$ cat config.mk
export PLATFORM = sky130hd
export DESIGN_NAME = uart_transmitter
export DESIGN_NICKNAME = d
export VERILOG_FILES = /design/src/rtl/uart_transmitter.sv
export SDC_FILE = /design/constraint.sdc
export NUM_CORES = 1
export LEC_CHECK = 0
export CAP_MARGIN = 20
export CELL_PAD_IN_SITES_DETAIL_PLACEMENT = 2
export CELL_PAD_IN_SITES_GLOBAL_PLACEMENT = 2
export CORE_MARGIN = 2
export CORE_UTILIZATION = 50
export DETAILED_ROUTE_END_ITERATION = 12
export GPL_TIMING_DRIVEN = 0
export PLACE_DENSITY = 0.85
export SYNTH_ARGS = -nofsm -noshare
export SYNTH_HDL_FRONTEND = slang
export SYNTH_SLANG_ARGS = --single-unit
export TNS_END_PERCENT = 100
$ cat constraint.sdc
create_clock -name clk -period 8.19 [get_ports clk]
set_clock_uncertainty 0.05 [all_clocks]
set_input_delay 1.2285 -clock clk [delete_from_list [all_inputs] [get_ports clk]]
set_output_delay 1.2285 -clock clk [all_outputs]
set_load 0.02 [all_outputs]
$ cat src/rtl/uart_transmitter.sv
// Buffered 8N1 UART transmitter.
// Bytes arrive over a valid/ready handshake into a small FIFO. An FSM then
// serializes them onto tx: a start bit, eight data bits LSB first, and one
// stop bit. While the FIFO still holds data, frames follow each other with
// no idle gap between them.
//
// Handshake: a byte is taken at any rising edge where data_in_valid and
// data_in_ready are both high. data_in_ready depends only on the registered
// fifo_count. data_in is ignored on edges where no transfer happens.
module uart_transmitter #(
    parameter int CLOCK_FREQ = 50000000,
    parameter int BAUD_RATE  = 115200,
    parameter int FIFO_DEPTH = 16
) (
    input  logic                          clk,
    input  logic                          reset_n,
    input  logic [7:0]                    data_in,
    input  logic                          data_in_valid,
    output logic                          data_in_ready,
    output logic                          tx,
    output logic                          tx_busy,
    output logic [$clog2(FIFO_DEPTH):0]   fifo_count
);

    localparam int CLKS_PER_BIT = CLOCK_FREQ / BAUD_RATE;
    localparam int PTR_W        = $clog2(FIFO_DEPTH);
    localparam int COUNT_W      = PTR_W + 1;
    localparam logic [15:0] BIT_LAST = 16'(CLKS_PER_BIT - 1);

    // The bit counter is 16 bits wide. The FIFO pointers wrap naturally, which
    // only works when the depth is a power of two.
    if (CLKS_PER_BIT < 2 || CLKS_PER_BIT > 65535) begin : g_bad_rate
        $error("uart_transmitter: CLOCK_FREQ / BAUD_RATE must be in 2..65535");
    end
    if (FIFO_DEPTH < 2 || (FIFO_DEPTH & (FIFO_DEPTH - 1)) != 0) begin : g_bad_depth
        $error("uart_transmitter: FIFO_DEPTH must be a power of two >= 2");
    end

    typedef enum logic [1:0] {
        IDLE      = 2'd0,
        START_BIT = 2'd1,
        DATA_BITS = 2'd2,
        STOP_BIT  = 2'd3
    } state_t;

    state_t          state;
    logic [15:0]     bit_count;
    logic [2:0]      bit_index;
    logic [2:0]      next_index;
    logic [7:0]      shift;
    logic [7:0]      mem [FIFO_DEPTH];
    logic [PTR_W-1:0] wr_ptr;
    logic [PTR_W-1:0] rd_ptr;
    logic            push;
    logic            pop;
    logic            bit_done;

    assign data_in_ready = (fifo_count != COUNT_W'(FIFO_DEPTH));
    assign push          = data_in_valid && data_in_ready;
    assign bit_done      = (bit_count == BIT_LAST);
    assign next_index    = bit_index + 3'd1;
    // The head is taken either from idle, or on the final stop-bit cycle so
    // that the next start bit follows immediately.
    assign pop = (fifo_count != '0) &&
                 ((state == IDLE) || ((state == STOP_BIT) && bit_done));

    // FIFO storage: written on an accepted push. It needs no reset because
    // fifo_count tells us which entries are valid.
    always_ff @(posedge clk) begin
        if (push) begin
            mem[wr_ptr] <= data_in;
        end
    end

    // FIFO pointers and occupancy. A push and a pop on the same edge leave the
    // count unchanged.
    always_ff @(posedge clk or negedge reset_n) begin
        if (!reset_n) begin
            wr_ptr     <= '0;
            rd_ptr     <= '0;
            fifo_count <= '0;
        end else begin
            if (push) begin
                wr_ptr <= wr_ptr + 1'b1;
            end
            if (pop) begin
                rd_ptr <= rd_ptr + 1'b1;
            end
            unique case ({push, pop})
                2'b10:   fifo_count <= fifo_count + 1'b1;
                2'b01:   fifo_count <= fifo_count - 1'b1;
                default: fifo_count <= fifo_count;
            endcase
        end
    end

    // Frame FSM. tx is driven on each transition so that the line holds the
    // value of the bit that was just entered for its full bit time.
    always_ff @(posedge clk or negedge reset_n) begin
        if (!reset_n) begin
            state     <= IDLE;
            bit_count <= '0;
            bit_index <= '0;
            shift     <= '0;
            tx        <= 1'b1;
            tx_busy   <= 1'b0;
        end else begin
            unique case (state)
                IDLE: begin
                    tx <= 1'b1;
                    if (pop) begin
                        shift     <= mem[rd_ptr];
                        bit_count <= '0;
                        state     <= START_BIT;
                        tx        <= 1'b0;
                        tx_busy   <= 1'b1;
                    end
                end
                START_BIT: begin
                    if (bit_done) begin
                        bit_count <= '0;
                        bit_index <= '0;
                        state     <= DATA_BITS;
                        tx        <= shift[0];
                    end else begin
                        bit_count <= bit_count + 16'd1;
                    end
                end
                DATA_BITS: begin
                    if (bit_done) begin
                        bit_count <= '0;
                        if (bit_index == 3'd7) begin
                            state <= STOP_BIT;
                            tx    <= 1'b1;
                        end else begin
                            bit_index <= next_index;
                            tx        <= shift[next_index];
                        end
                    end else begin
                        bit_count <= bit_count + 16'd1;
                    end
                end
                STOP_BIT: begin
                    if (bit_done) begin
                        bit_count <= '0;
                        if (pop) begin
                            shift <= mem[rd_ptr];
                            state <= START_BIT;
                            tx    <= 1'b0;
                        end else begin
                            state   <= IDLE;
                            tx_busy <= 1'b0;
                        end
                    end else begin
                        bit_count <= bit_count + 16'd1;
                    end
                end
                default: begin
                    state   <= IDLE;
                    tx      <= 1'b1;
                    tx_busy <= 1'b0;
                end
            endcase
        end
    end

endmodule

==> results of run 1 <==
-- final cells by class --
type	count	area, um^2
plain buffers	20	109
fillers	1244	6050
clock inverters	15	171
flip-flops and latches	172	4950
multi-input cells	256	2340
clock buffers	17	425
well taps	184	230
repair buffers	23	225
inverters	12	45.0
-- cells in the final DEF, fill, tap and decap left out, drive strengths merged, types with 14 or more instances in the layout --
cell type / synthesis / routed
clkdlybuf4s50: 0 / 17
inv: 12 / 21
ha: 18 / 18
dfrtp: 43 / 43
nand2: 26 / 26
nor2: 37 / 37
clkbuf: 10 / 27
buf: 10 / 16
a22oi: 17 / 17
mux4: 33 / 33
xor2: 14 / 14
edfxtp: 128 / 128
-- registers in the layout, indices dropped and copies added (netlist names) --
register,count
mem,128
bit_count,16
shift,8
fifo_count,5
rd_ptr,4
wr_ptr,4
bit_index,3
state,2
tx,1
tx_busy,1
-- routing by layer --
layer,share of wire (%),vias to the layer above,global-route usage [%]
met4,4.0,0,12.4
met2,53,103,47.3
li1,-,1867,-
met3,3.4,38,4.63
met1,39,2272,33.1
met5,0,-,0
-- cells by family after synthesis --
| family | Yosys count | share of synthesized area (%) |
|---|---|---|
| DFF | 172 | 66.5 |
| and+or+nand+nor | 111 | 7.49 |
| AOI/OAI and AO/OA | 52 | 5.45 |
| muxes | 50 | 12.5 |
| buffers and inverters | 32 | 2.07 |
| xor gates and xnor gates | 25 | 2.94 |
| adders and majority gates | 18 | 3.03 |
-- critical path, delay by kind of cell, from the launching register on --
kind	cells	cell delay, ps
flops	1	450
buf+inv	2	400
compound gates	3	410
fa+ha+maj	3	680
xor+xnor	2	270
simple gates	5	1620
-- per-stage QoR --
stage               std cells  hold WS [ps]  total power, mW  area [um^2]  utilization, %
floorplan                 460           415             1.26         7440               -
global placement          662           440             1.36         7850            54.0
detailed placement        667           445             1.40         7890            54.3
CTS                       699           460             2.24         8490            58.4
global route              699           494             2.30         8490            58.4
finish                    699           457             2.23         8490            58.4
-- final timing paths --
path,to,startpoint,cells after the start
worst max-delay path,fifo_count[4],bit_count[1],15
worst min-delay path,shift[3],shift[3],1
worst max register to register,fifo_count[4],bit_count[1],15
worst min register to register,shift[3],shift[3],1
max in group asynchronous,tx,reset_n,2
min in group asynchronous,wr_ptr[0],reset_n,1
-- power groups by stage --
| stage | registers (mW) | logic (mW) | clock network [mW] |
|---|---|---|---|
| global placement | 1.08 | 0.279 | 0 |
| global route | 1.09 | 0.345 | 0.865 |
| CTS | 1.08 | 0.323 | 0.838 |
| detailed placement | 1.09 | 0.309 | 0 |
| finish | 1.08 | 0.321 | 0.827 |
| floorplan | 1.09 | 0.171 | 0 |
-- synth_stat cells (5+ instances only) --
master and n:
edfxtp_1 128, dfrtp_1 43, nor2_1 35, mux4_2 33, nand2_1 26, ha_1 18
a22oi_1 17, xor2_1 14, inv_1 12, mux2_2 12, xnor2_1 11, clkbuf_1 10
nand3_1 9, nor3_1 8, a21oi_1 6, a22o_1 6, nand4_1 6, o21ai_0 6
buf_2 5
==> run metrics, run 1 <==
critical path class=flip-flop to flip-flop; Flop pwr share=48.5%; maximum vdd drop=0.225 mV; ys async rst share=25.6%; maxcap violations=0; initial antenna violation count=0; Initial Utilization=51.2%; CTS H-tree lvls=4; Req. time, crit path=8480 ps; initial DRC count=292; period utilization=48.6%; Synth Area per Inst=16.2 um^2; vias in the first global route=4846; CTS tree=built; IO Port Bufs=18; Post-CTS Setup Bufs=0; most frequent CP cell=ha_1; root buffer cell=clkbuf_16; Placer Congestion=0.741; Worst-path clk slew=60 ps; ranking of synthesized cells by area=edfxtp_1, dfrtp_1, mux4_2; hold_buf cts=0; fmax=251 MHz; Top FF cell, synth=edfxtp_1; Post-DP HPWL=13.1 mm; DRC violations left=0; vias per inst=6.12; RSZ-0062 raised after global routing=false; fin crit period=3980 ps; CTS max path bufs=2; synth unique cells=54; CTS Buf Count=17; max_slew headroom=24.9%; syn nets=489; standard-cell rows=44; CP Capture Type=flip-flop; clock power share=37.1%; drt first pass iters=4; Die Footprint=15900 um^2; CP arrival=4270 ps; global route overflow=0; final setup fails=0; area grow syn2layout=14.2%; worst-margin pin slew=1120 ps; Syn Inst Count=460; Mapped Area=7440 um^2; largest net degree at the start of global routing=30; I/O Pins=19; CP Launch Type=flip-flop; Seq/Total Area, Yosys=66.5%; synth warn=0; Largest stage delay, worst path=460 ps; Net Sw Power=0.622 mW; Post-synth EDFFs=128; HP Class=flip-flop to flip-flop; Setup TNS=0 ps; first-pass GRT wire length=31.0 mm; Fin. Hold Viols=0; antenna diode count=0; Setup WS post-layout=4210 ps; Worst Path Max Fanout=6; Total Routing Usage GR=27.1%; core area=14500 um^2; latest clock arrival within the worst-skew pair=430 ps; Synth top area share=51.7%; fin nets=531; die height=126 um; vias=4280; wirelength, routed=20.1 mm; Synth area leader=edfxtp_1; register bit count reported by yosys=172; critical path, cell by cell=inv_1, ha_1, nor4b_1, and4_1, a21oi_1, nor2_1, ha_1, clkbuf_1, xor2_1, ha_1, and2b_2, o21ai_0, a31oi_1, nor2_1, xnor2_1; r2r setup slk=4210 ps; CTS resizes=0; Lkg Pwr=3.07 nW; Logic pwr share=14.4%; Pwr Density=262 nW/um^2; Routed WL per cell=28.8 um; run status=complete, no violations; Final ANT Viol Nets=0; slowest stage cell, crit path=nor4b_1; Switching Share=27.9%; final slew viol count=0; # clock sinks=172; Die X=126 um; share of layout cells above drive strength 1=20.0%; pre-CTS WS=4310 ps; Internal=1.61 mW
Power figures use the tool's default switching activity.
==> run 2: changes to the inputs <==
--- a/config.mk
+++ b/config.mk
@@ -9,10 +9,10 @@
 export CELL_PAD_IN_SITES_DETAIL_PLACEMENT = 2
 export CELL_PAD_IN_SITES_GLOBAL_PLACEMENT = 2
 export CORE_MARGIN = 2
-export CORE_UTILIZATION = 50
+export CORE_UTILIZATION = 42
 export DETAILED_ROUTE_END_ITERATION = 12
 export GPL_TIMING_DRIVEN = 0
-export PLACE_DENSITY = 0.85
+export PLACE_DENSITY = 0.77
 export SYNTH_ARGS = -nofsm -noshare
 export SYNTH_HDL_FRONTEND = slang
 export SYNTH_SLANG_ARGS = --single-unit
==> constraint.sdc (replaced) <==
create_clock -name clk -period 3.2 [get_ports clk]
set_clock_uncertainty 0.05 [all_clocks]
set_input_delay 0.48 -clock clk [delete_from_list [all_inputs] [get_ports clk]]
set_output_delay 0.48 -clock clk [all_outputs]
set_load 0.02 [all_outputs]
==> run 2 against run 1 <==
Critical path depth decreased by 1. Sequential share of layout area shrank 1.1 points. First-iteration DRC count rose by 9.2%. Critical endpoint unchanged. Highest routed layer unchanged.
==> run metrics, run 2 (synthesized netlist as in run 1, its figures left out) <==
DRC violations left=0 (unchanged); CP arrival=3220 ps (-1050 ps); Crit path max-delay family=simple AND/OR/NAND/NOR gates; Largest register FFs=128 (unchanged); Routed WL per cell=24.8 um (-14%); Final ANT Viol Nets=0 (unchanged); Worst-path clk slew=70 ps (about the same); HP Class=input port to async pin; Pwr Density=643 nW/um^2 (+150%); post-layout util=50.0% (-8.4 points); r2r setup slk=250 ps (-3960 ps); area grow syn2layout=16.4%; fin nets=538 (+1.3%); wirelength, routed=18.5 mm (-7.9%); CTS H-tree lvls=4 (unchanged); vias=4231 (-1.1%); Biggest register=mem; Fin. Hold Viols=0 (unchanged); die height=137 um (+8.8%); core area=17300 um^2 (+19%); latest clock arrival within the worst-skew pair=440 ps (about the same); vias per inst=5.66 (-7.5%); Setup TNS=0 ps (unchanged); critical path, cell by cell=inv_1, ha_1, nor4b_4, and4_4, a21oi_2, nor2_2, ha_4, xor2_2, ha_2, and2b_2, o21ai_0, a31oi_1, nor2_1, xnor2_1; IO Port Bufs=18 (unchanged); standard-cell rows=48 (+9.1%); fin crit period=2950 ps (-1030 ps); # clock sinks=172 (unchanged); biggest regs=mem x128, bit_count x16, shift x8; fin cells=747 (+6.9%); global route overflow=0 (unchanged); first-pass GRT wire length=28.7 mm (-7.3%); final slew viol count=0 (unchanged); largest net degree at the start of global routing=30 (unchanged); critical path class=flip-flop to flip-flop; commonest non-fill, non-tap cells in the layout=edfxtp_1, dfrtp_1, nor2_1, mux4_2, nand2_1; vias in the first global route=4743 (-2.1%); Placer Congestion=0.816 (+10%); maxcap violations=0 (unchanged); Req. time, crit path=3460 ps (-5020 ps); CP bufs+invs=1 (-1); CTS Buf Count=17 (unchanged); I/O Pins=19 (unchanged); max_slew headroom=42.6% (+18 points); Worst Path Max Fanout=7 (+1); Die X=137 um (+8.8%); initial antenna violation count=0 (unchanged); Post-DP HPWL=12.8 mm (-2.1%); Critical R2R Launch=bit_count[1]; share of layout cells above drive strength 1=23.2% (+3.2 points); CP Capture Type=flip-flop; Largest stage delay, worst path=410 ps (-50 ps); Worst R2R End=fifo_count[4]; Post-Place Cells=708 (+6.1%); CP Launch Type=flip-flop; maximum vdd drop=0.507 mV (+130%); Initial Utilization=43.0% (-8.2 points); Total Routing Usage GR=21.6% (-5.5 points); run status=complete, no violations; root buffer cell=clkbuf_16; CTS max path bufs=2 (unchanged); slowest stage cell, crit path=dfrtp_2; worst-margin pin slew=858 ps (-261 ps); fmax=339 MHz (+35%); RSZ-0062 raised after global routing=false; R2R depth=14 (-1); CTS tree=built; final setup fails=0 (unchanged); most common cell after layout, fill and taps aside=edfxtp_1; drt first pass iters=4 (unchanged); initial DRC count=319 (+9.2%); Die Footprint=18800 um^2 (+18%); antenna diode count=0 (unchanged); period utilization=92.2% (+44 points); Lkg Pwr=3.10 nW (+0.74%)
==> run 2: metrics by stage <==
| stage | power, mW | hold slack [ps] | cell area (um^2) | setup WS (ps) |
|---|---|---|---|---|
| 2_1_floorplan | 3.22 | 134 | 7440 | 95.6 |
| 3_3_place_gp | 3.48 | 443 | 7900 | -382 |
| 3_5_place_dp | 3.58 | 383 | 7940 | -549 |
| 4_1_cts | 5.60 | 462 | 8610 | 46.3 |
| 5_1_grt | 5.78 | 481 | 8650 | 42.5 |
| 6_report | 5.56 | 458 | 8650 | 249 |
==> run 2: worst reg2reg max path, stage by stage (launching register included) <==
cell	delay [ps]
dfrtp_2	410
inv_1	60
ha_1	170
nor4b_4	280
and4_4	300
a21oi_2	80
nor2_2	210
ha_4	230
xor2_2	150
ha_2	220
and2b_2	150
o21ai_0	80
a31oi_1	230
nor2_1	90
xnor2_1	130
==> run 2: worst max-delay path by stage <==
stage                              from            end  slack, ps  cells after the start
after CTS                  bit_count[1]  fifo_count[4]         50                     15
after floorplan           fifo_count[2]  fifo_count[4]        100                     15
after global routing       bit_count[1]  fifo_count[4]         40                     14
after global placement     bit_count[1]  fifo_count[4]       -380                     15
after detailed placement   bit_count[1]  fifo_count[4]       -550                     15
final                      bit_count[1]  fifo_count[4]        250                     14
==> run 2: cell type report <==
type	instances	area, um^2
fill	1577	8640
sequential	172	4950
multi-input combinational	256	2410
clock buffer	17	425
timing repair buffer	31	288
tap	225	282
clock inverter	15	153
buffer	19	105
inverter	12	45.0
==> run 2: power by group <==
group | internal [mW] | leakage (nW) | switching [mW] | total, mW
Sequential | 2.63 | 1.70 | 0.123 | 2.75
Combinational | 0.314 | 1.12 | 0.495 | 0.809
Clock | 1.04 | 0.277 | 0.969 | 2.00
Total | 3.98 | 3.10 | 1.59 | 5.56
==> run 2: timing repair <==
item	in CTS	in global routing
gates resized for setup	14	4
endpoints found under the hold margin	14	0
endpoints found under the setup margin	4	1
pin swaps	4	5
buffers inserted	5	2
hold buffers	1	0
==> run 2: layer usage <==
metal	GRT usage (%)	routed length, um
met4	5.38	281
met5	0	0
met2	38.2	9950
met1	27.4	7860
met3	4.00	440
